--- src/rtl/fact_mmio_responder_pkg.sv ---
// Shared register map, FSM state encodings and STATUS bit positions
// for the memory-mapped factorial responder.
package fact_mmio_responder_pkg;

  localparam logic [1:0] FACT_N      = 2'd0;
  localparam logic [1:0] FACT_GO     = 2'd1;
  localparam logic [1:0] FACT_STATUS = 2'd2;
  localparam logic [1:0] FACT_RESULT = 2'd3;

  localparam logic [0:0] ST_IDLE = 1'b0;
  localparam logic [0:0] ST_CALC = 1'b1;

  localparam int STAT_DONE = 0;
  localparam int STAT_ERR  = 1;
  localparam int STAT_BUSY = 2;

endpackage

--- src/rtl/fact_mmio_responder_engine.sv ---
// Iterative n! engine: one multiply per cycle, done/RESULT max(N,1) edges after start.
// A start while CALC is running is ignored; done/err are sticky until the next accepted start.
module fact_engine
  import fact_mmio_responder_pkg::*;
#(
  parameter int DATA_W = 32,
  parameter int N_W    = 4,
  parameter int MAX_N  = 12
) (
  input  logic              clk_i,
  input  logic              rst_ni,
  input  logic              start_i,
  input  logic [N_W-1:0]    n_i,
  output logic              busy_o,
  output logic              done_o,
  output logic              err_o,
  output logic [DATA_W-1:0] result_o
);

  localparam logic [N_W-1:0]    MAX_N_V = N_W'(MAX_N);
  localparam logic [N_W-1:0]    CNT_ONE = N_W'(1);
  localparam logic [DATA_W-1:0] ACC_ONE = DATA_W'(1);

  logic [0:0]        state_q, state_d;
  logic [N_W-1:0]    cnt_q, cnt_d;
  logic [DATA_W-1:0] acc_q, acc_d;
  logic [DATA_W-1:0] result_q, result_d;
  logic              done_q, done_d;
  logic              err_q, err_d;
  logic [DATA_W+N_W-1:0] prod;

  // Full-width product, truncated to DATA_W when stored back.
  assign prod = {{N_W{1'b0}}, acc_q} * {{DATA_W{1'b0}}, cnt_q};

  always_comb begin
    state_d  = state_q;
    cnt_d    = cnt_q;
    acc_d    = acc_q;
    result_d = result_q;
    done_d   = done_q;
    err_d    = err_q;
    case (state_q)
      ST_IDLE: begin
        if (start_i) begin
          done_d = 1'b0;
          err_d  = 1'b0;
          if (n_i > MAX_N_V) begin
            err_d    = 1'b1;
            done_d   = 1'b1;
            result_d = '0;
          end else begin
            cnt_d   = n_i;
            acc_d   = ACC_ONE;
            state_d = ST_CALC;
          end
        end
      end
      ST_CALC: begin
        if (cnt_q > CNT_ONE) begin
          acc_d = prod[DATA_W-1:0];
          cnt_d = cnt_q - CNT_ONE;
        end else begin
          result_d = acc_q;
          done_d   = 1'b1;
          state_d  = ST_IDLE;
        end
      end
      default: state_d = ST_IDLE;
    endcase
  end

  always_ff @(posedge clk_i or negedge rst_ni) begin
    if (!rst_ni) begin
      state_q  <= ST_IDLE;
      cnt_q    <= '0;
      acc_q    <= '0;
      result_q <= '0;
      done_q   <= 1'b0;
      err_q    <= 1'b0;
    end else begin
      state_q  <= state_d;
      cnt_q    <= cnt_d;
      acc_q    <= acc_d;
      result_q <= result_d;
      done_q   <= done_d;
      err_q    <= err_d;
    end
  end

  assign busy_o   = (state_q == ST_CALC);
  assign done_o   = done_q;
  assign err_o    = err_q;
  assign result_o = result_q;

endmodule

--- src/rtl/fact_mmio_responder.sv ---
// Factorial accelerator on the data-memory bus: loads answered combinationally, stores taken on the edge.
// No backpressure: the bus never stalls; GO while busy is dropped and software polls STATUS.
module fact_mmio_responder
  import fact_mmio_responder_pkg::*;
#(
  parameter int DATA_W = 32,
  parameter int N_W    = 4,
  parameter int MAX_N  = 12
) (
  input  logic              clk_i,
  input  logic              rst_ni,
  input  logic              sel_i,
  input  logic              we_i,
  input  logic [1:0]        a_i,
  input  logic [DATA_W-1:0] wd_i,
  output logic [DATA_W-1:0] rd_o
);

  logic [N_W-1:0]    n_q, n_d;
  logic              wr_n, start;
  logic              busy, done, err;
  logic [DATA_W-1:0] result;
  logic              unused_wd;

  assign unused_wd = ^wd_i[DATA_W-1:N_W];

  assign wr_n  = sel_i && we_i && (a_i == FACT_N);
  assign start = sel_i && we_i && (a_i == FACT_GO) && wd_i[0];
  assign n_d   = wr_n ? wd_i[N_W-1:0] : n_q;

  always_ff @(posedge clk_i or negedge rst_ni) begin
    if (!rst_ni) begin
      n_q <= '0;
    end else begin
      n_q <= n_d;
    end
  end

  fact_engine #(
    .DATA_W (DATA_W),
    .N_W    (N_W),
    .MAX_N  (MAX_N)
  ) u_engine (
    .clk_i    (clk_i),
    .rst_ni   (rst_ni),
    .start_i  (start),
    .n_i      (n_q),
    .busy_o   (busy),
    .done_o   (done),
    .err_o    (err),
    .result_o (result)
  );

  // The SoC decoder ORs responders together, so deselected reads must be zero.
  always_comb begin
    rd_o = '0;
    if (sel_i) begin
      case (a_i)
        FACT_N: rd_o = {{(DATA_W-N_W){1'b0}}, n_q};
        FACT_STATUS: begin
          rd_o[STAT_BUSY] = busy;
          rd_o[STAT_ERR]  = err;
          rd_o[STAT_DONE] = done;
        end
        FACT_RESULT: rd_o = result;
        default:     rd_o = '0;
      endcase
    end
  end

endmodule

--- config.mk ---
export PLATFORM = sky130hd
export DESIGN_NAME = fact_mmio_responder
export DESIGN_NICKNAME = d
export VERILOG_FILES = /design/src/rtl/fact_mmio_responder_pkg.sv /design/src/rtl/fact_mmio_responder_engine.sv /design/src/rtl/fact_mmio_responder.sv
export SDC_FILE = /design/constraint.sdc
export NUM_CORES = 1
export LEC_CHECK = 0
export BUFFER_PORTS_ARGS = -buffer_cell sky130_fd_sc_hd__buf_4
export CAP_MARGIN = 20
export CORE_ASPECT_RATIO = 0.8
export CORE_UTILIZATION = 35
export CTS_BUF_LIST = sky130_fd_sc_hd__clkbuf_16
export DETAILED_ROUTE_END_ITERATION = 7
export PLACE_DENSITY = 0.59
export REMOVE_ABC_BUFFERS = 1
export SYNTH_ARGS = -nofsm -noshare
export SYNTH_HDL_FRONTEND = slang
export SYNTH_HIERARCHICAL = 1
export SYNTH_SLANG_ARGS = --single-unit
export TNS_END_PERCENT = 100
--- constraint.sdc ---
create_clock -name clk_i -period 5 [get_ports clk_i]
set_input_delay 1.5 -clock clk_i [delete_from_list [all_inputs] [get_ports clk_i]]
set_output_delay 1.5 -clock clk_i [all_outputs]
set_load 0.01 [all_outputs]
==> results of run 1 <==
[cell type report]
type,count,share of cell area
Sequential cell,75,0.234
Clock buffer,9,0.0280
Clock inverter,7,0.0114
Multi-Input combinational cell,574,0.580
Tap cell,264,0.0411
Timing Repair Buffer,55,0.0514
Inverter,117,0.0547
[flip-flops by register name, indices dropped and copies added (netlist names)]
signal / count
u_engine/acc_q: 32
u_engine/result_o: 32
u_engine/err_o: 1
u_engine/cnt_q: 4
n_q: 4
u_engine/busy_o: 1
u_engine/done_o: 1
[worst min-delay path by stage]
stage,from,endpoint
floorplan,u_engine/err_o,u_engine/err_o
global placement,u_engine/err_o,u_engine/err_o
detailed placement,u_engine/result_o[17],u_engine/result_o[17]
CTS,u_engine/result_o[30],u_engine/result_o[30]
global route,u_engine/result_o[10],u_engine/result_o[10]
finish,u_engine/result_o[30],u_engine/result_o[30]
[cell families (layout without fill, tap and decap cells)]
| family | after synthesis | count (layout) | synth area share |
|---|---|---|---|
| flip-flops | 75 | 75 | 0.263 |
| adder cells (fa/ha/maj) | 96 | 96 | 0.228 |
| AO/OA/AOI/OAI | 171 | 171 | 0.175 |
| multiplexers | 6 | 6 | 0.00910 |
| XOR/XNOR | 28 | 28 | 0.0343 |
| AND/OR/NAND/NOR | 273 | 273 | 0.202 |
| buffers and inverters | 160 | 188 | 0.0890 |
[cell usage after synthesis (5+ instances only)]
cell      number
ha_1          39
nor2_1        22
clkbuf_1      32
nand4_1        6
and2_1        90
o31ai_1        6
inv_1        117
a21o_1         8
and3_1        30
dfrtp_1       75
a21oi_1       30
o21a_1         5
nand2b_1       5
nand2_1       87
nand3_1        7
nor3_1         6
xor2_1        11
a22o_1        37
fa_1          57
xnor2_1       17
o21ai_0       35
[metrics by stage]
stage | worst slack [ns] | cells
floorplan | 1.05 | 766
global placement | 0.671 | 1085
detailed placement | 0.663 | 1085
CTS | 0.645 | 1101
global route | 0.398 | 1101
finish | 0.636 | 1101
[per-layer routing]
| metal | part of all wire | vias to the layer above | GRT usage |
|---|---|---|---|
| met2 | 0.41 | 112 | 0.274 |
| li1 | - | 2728 | - |
| met3 | 0.045 | 12 | 0.0229 |
| met5 | 0 | - | 0 |
| met1 | 0.54 | 2842 | 0.290 |
| met4 | 0.0091 | 0 | 0.0427 |
[worst max-delay path, delay by kind of cell, from the launching register on]
kind	cells	cell delay [ns]
buffers and inverters	1	0.06
AO/OA/AOI/OAI	6	1.50
adder cells (fa/ha/maj)	3	1.53
flip-flops	1	0.76
XOR/XNOR	1	0.17
AND/OR/NAND/NOR	1	0.17
==> metrics, run 1 <==
minimum clock period=4.36 ns; FF/Latch Area=1880 um^2; crit path max-delay cell type=dfrtp_1; Post-DP HPWL=13100 um; commonest non-fill, non-tap cell in the layout=inv_1; area grow syn2layout=12.4%; Hold Path Depth=1; CP max FO=18; Core Region=19900 um^2; MaxCap Viol Count=0; Seq/Total Area, Yosys=0.263; antenna diode count=0; Yosys warnings=6; worst hold path class=register to register; fmax=0.229 GHz; htree depth=3; Pins Over Slew Limit=0; Final Cell Area=8030 um^2; worst path required time=5.19 ns; setup bufs post-CTS=0; Ports=70; antenna violations before repair=0; DIE HEIGHT=130 um; syn avg cell area=8.83 um^2; r2r endpoint=u_engine/acc_q[28]; vias in the first global route=5590; top_reg_cell synth=dfrtp_1; skew final=0.0114 ns; outcome=finished, final reports clean; final hold violations=0; First-pass DRT Iterations=5; Critical Path Source Type=register; worst slew pin tran=1.03 ns; Routed Wire Length=18100 um; gr ovfl total=0; Post-CTS Hold Buffers=0; total global-route track usage=0.187; FF+latch count, synth=75; Syn Std Cell Area=7150 um^2; clock sinks=75; CTS Root Cell=clkbuf_16; Placement Rows=46; setup slack, reg-to-reg=0.64 ns; EDFF count, synth=0; setup violators final=0; hold slack=0.495 ns; CTS tree=built; Worst Path Class, Setup=register to register; WL/cell=16.4 um; distinct cell type count after synthesis=64; GP Congestion=0.860; number of buffers created by CTS=9; Fillers=2007; Via Count=5694; worst-case reg-to-reg path depth=12; Yosys top cell area share=0.263; Worst Setup End Kind=register; Initial Util=0.359; CTS resizes=0; worst-path cell chain=nand2_1 > fa_1 > fa_1 > inv_1 > fa_1 > a21oi_1 > o21ai_1 > o41ai_4 > o21ai_1 > a211oi_1 > xor2_1 > o21ai_0; crit path launch=u_engine/cnt_q[2]; Post-Route Utilization=0.403; cell taking the most area after synthesis=dfrtp_1; ys async rst share=1.00; global-route wire length before repair=30600 um; CTS max path bufs=2; share of layout cells above drive strength 1=0.102; Cells after Synth=809; port buffer count=41; Via density=5.17; setup_tns=0 ns; # DRC=0; largest net degree at the start of global routing=52; most frequent CP cell=fa_1; remaining antenna violation count=0; Multi-input gate area=4660 um^2; relative slew slack=0.312; RSZ-0062 raised after global routing=no; synth top area cells=dfrtp_1 (26%), fa_1 (16%), and2_1 (7.9%); clock latency on the worst-skew pair=0.35 ns; worst r2r src=u_engine/cnt_q[2]; Tcrit/Tclk final=0.873; Die X=162 um; Total Nets Final=966; most frequent cells in the layout=inv_1 (118), and2_1 (90), nand2_1 (87), dfrtp_1 (75), fa_1 (57); Crit path arrival time=4.56 ns; Die ar.=21000 um^2; Critical Path End=u_engine/acc_q[28]; initial detailed-routing violation count=325; Reg clk slew, reported paths=0.06 ns; max incr delay on CP=0.76 ns; placement-stage cell area=7720 um^2
Power of run 1 is not shown: default switching activity piles up to over one toggle a cycle in this logic, so the estimate is an artifact.
==> run 2: changes to the inputs <==
--- a/config.mk
+++ b/config.mk
@@ -15,6 +15,5 @@
 export REMOVE_ABC_BUFFERS = 1
 export SYNTH_ARGS = -nofsm -noshare
 export SYNTH_HDL_FRONTEND = slang
-export SYNTH_HIERARCHICAL = 1
 export SYNTH_SLANG_ARGS = --single-unit
 export TNS_END_PERCENT = 100
==> constraint.sdc (replaced) <==
create_clock -name clk_i -period 5.51 [get_ports clk_i]
set_input_delay 1.653 -clock clk_i [delete_from_list [all_inputs] [get_ports clk_i]]
set_output_delay 1.653 -clock clk_i [all_outputs]
set_load 0.01 [all_outputs]
==> run 2 against run 1 <==
Compared with the run above:
- the flow now finishes with violations (design-rule violations)
- die area shrank 1.1%
- routed wire length shrank 2.9%
- hold slack is essentially flat
- largest cell class unchanged
- count of clock-buffer cells in the layout is the same
- register-to-register slack gained 0.32 ns
- first-iteration DRC count grew 17%
- non-clock buffer count is the same
- area after synthesis shrank 1.1%
- sequential share of layout area grew 0.15 points
- utilization is essentially flat
==> metrics, run 2 <==
outcome=finished, violations left; violated checks=design-rule violations; # DRC=1; area grow syn2layout=13.0%; Placement Rows=46; relative slew slack=0.412; share of layout cells above drive strength 1=0.105; Ports=70; Fillers=2005; syn avg cell area=8.84 um^2; remaining antenna violation count=0; MaxCap Viol Count=0; max incr delay on CP=0.69 ns; skew final=0.00688 ns; port buffer count=41; CP max FO=24; Core Region=19800 um^2; Die ar.=20800 um^2; most frequent cell after synthesis=inv_1; Yosys top cell area share=0.266; CTS Root Cell=clkbuf_16; clock sinks=75; Routed Wire Length=17600 um; htree depth=3; setup bufs post-CTS=0; setup_tns=0 ns; top_reg_cell synth=dfrtp_1; DIE HEIGHT=129 um; Final Cell Area=7980 um^2; Post-CTS Hold Buffers=0; distinct cell type count after synthesis=64; FF+latch count, synth=75; Yosys warnings=0; antenna diode count=0; Via density=5.12; Worst Path Class, Setup=register to register; most frequent cells in the layout=inv_1 (118), and2_1 (91), nand2_1 (85), dfrtp_1 (75), fa_1 (57); Total Nets Final=960; crit path max-delay cell type=a2111oi_0; First-pass DRT Iterations=7; gr ovfl total=0; worst slew pin tran=0.880 ns; Initial Util=0.357; antenna violations before repair=0; Worst Setup End Kind=register; RSZ-0062 raised after global routing=no; CTS tree=built; GP Congestion=0.807; initial detailed-routing violation count=381; synth top area cells=dfrtp_1 (27%), fa_1 (16%), and2_1 (8.1%); Crit path arrival time=4.80 ns; Cells after Synth=799; largest net degree at the start of global routing=76; number of buffers created by CTS=9; EDFF count, synth=0; Post-DP HPWL=12800 um; Via Count=5611; commonest non-fill, non-tap cell in the layout=inv_1; ys async rst share=1.00; Pins Over Slew Limit=0; worst path required time=5.75 ns; CTS resizes=0; Post-synth top cells=inv_1 (118), and2_1 (91), nand2_1 (85); total global-route track usage=0.184; vias in the first global route=5632; final hold violations=0; CTS max path bufs=2; Critical Path Source Type=register; cell taking the most area after synthesis=dfrtp_1; worst-path cell chain=buf_4 > and2_1 > fa_1 > inv_1 > fa_1 > inv_1 > ha_1 > and3_1 > a21oi_1 > a21boi_1 > buf_4 > a2111oi_0 > o21ai_0 > a32o_1; Tcrit/Tclk final=0.827; setup violators final=0; clock latency on the worst-skew pair=0.36 ns; Die X=161 um; minimum clock period=4.56 ns; Syn Std Cell Area=7070 um^2; fmax=0.219 GHz; Seq/Total Area, Yosys=0.266; placement-stage cell area=7620 um^2; WL/cell=16.0 um; worst hold path class=register to register; global-route wire length before repair=29900 um; Reg clk slew, reported paths=0.07 ns
## run 2: cell types whose count changed in the layout (fill, tap and decap cells not counted), sizes merged, moves of 3 or more
cell / delta
or3: +4
nand3: +4
nand4: -4
a21oi: +4
o31ai: -3
xnor2: -3
nor3b: -3
a221oi: -3
o311ai: +3
a21o: +3
nor2: -3
inv: +3
## run 2: cell families (layout without fill, tap and decap cells)
group | Yosys count | in the layout | share of synthesized area
mux | 5 | 5 | 0.00779
compound gates | 176 | 176 | 0.179
simple gates | 265 | 265 | 0.197
fa+ha+maj | 96 | 96 | 0.231
buf+inv | 157 | 189 | 0.0896
xor+xnor | 25 | 25 | 0.0310
flops | 75 | 75 | 0.266
## run 2: through the flow
step | hold slack, ns | instances | utilization | worst slack (ns)
after floorplan | 0.458 | 760 | - | 1.25
after global placement | 0.476 | 1078 | 0.385 | 1.01
after detailed placement | 0.480 | 1078 | 0.385 | 0.990
after CTS | 0.497 | 1094 | 0.402 | 0.978
after global routing | 0.512 | 1095 | 0.403 | 0.670
final | 0.495 | 1095 | 0.403 | 0.953
## run 2: path summary, 6_finish.rpt
kind / end / cells after the start / startpoint / slack (ns)
max: u_engine.acc_q[23] / 14 / u_engine.cnt_q[2] / 0.95
min: u_engine.result_o[29] / 1 / u_engine.result_o[29] / 0.49
max in group asynchronous: u_engine.acc_q[29] / 2 / rst_ni / 3.74
min in group asynchronous: u_engine.acc_q[6] / 1 / rst_ni / 1.18
min reg2reg: u_engine.result_o[29] / 1 / u_engine.result_o[29] / 0.49
max reg2reg: u_engine.acc_q[23] / 14 / u_engine.cnt_q[2] / 0.95
## run 2: routing by layer
layer,GRT usage,vias up,part of all wire
li1,-,2696,-
met1,0.270,2788,0.51
met2,0.283,111,0.43
met3,0.0307,16,0.045
met4,0.0466,0,0.013
met5,0,-,0
## run 2: critical path, delay by kind of cell (launching register included)
family | cells | cell delay, ns
AOI/OAI and AO/OA | 5 | 1.40
adders and majority gates | 3 | 1.44
buffers and inverters | 4 | 0.58
DFF | 1 | 0.57
and+or+nand+nor | 2 | 0.45
## run 2: area by class of cell
type,instances,area (um^2),area share
tap,264,330,0.0414
clock inverter,7,106,0.0133
clock buffer,9,225,0.0282
sequential,75,1880,0.235
multi-input combinational,567,4570,0.572
timing repair buffer,55,433,0.0542
inverter,118,443,0.0555
Power of run 2 is left out for the same reason.
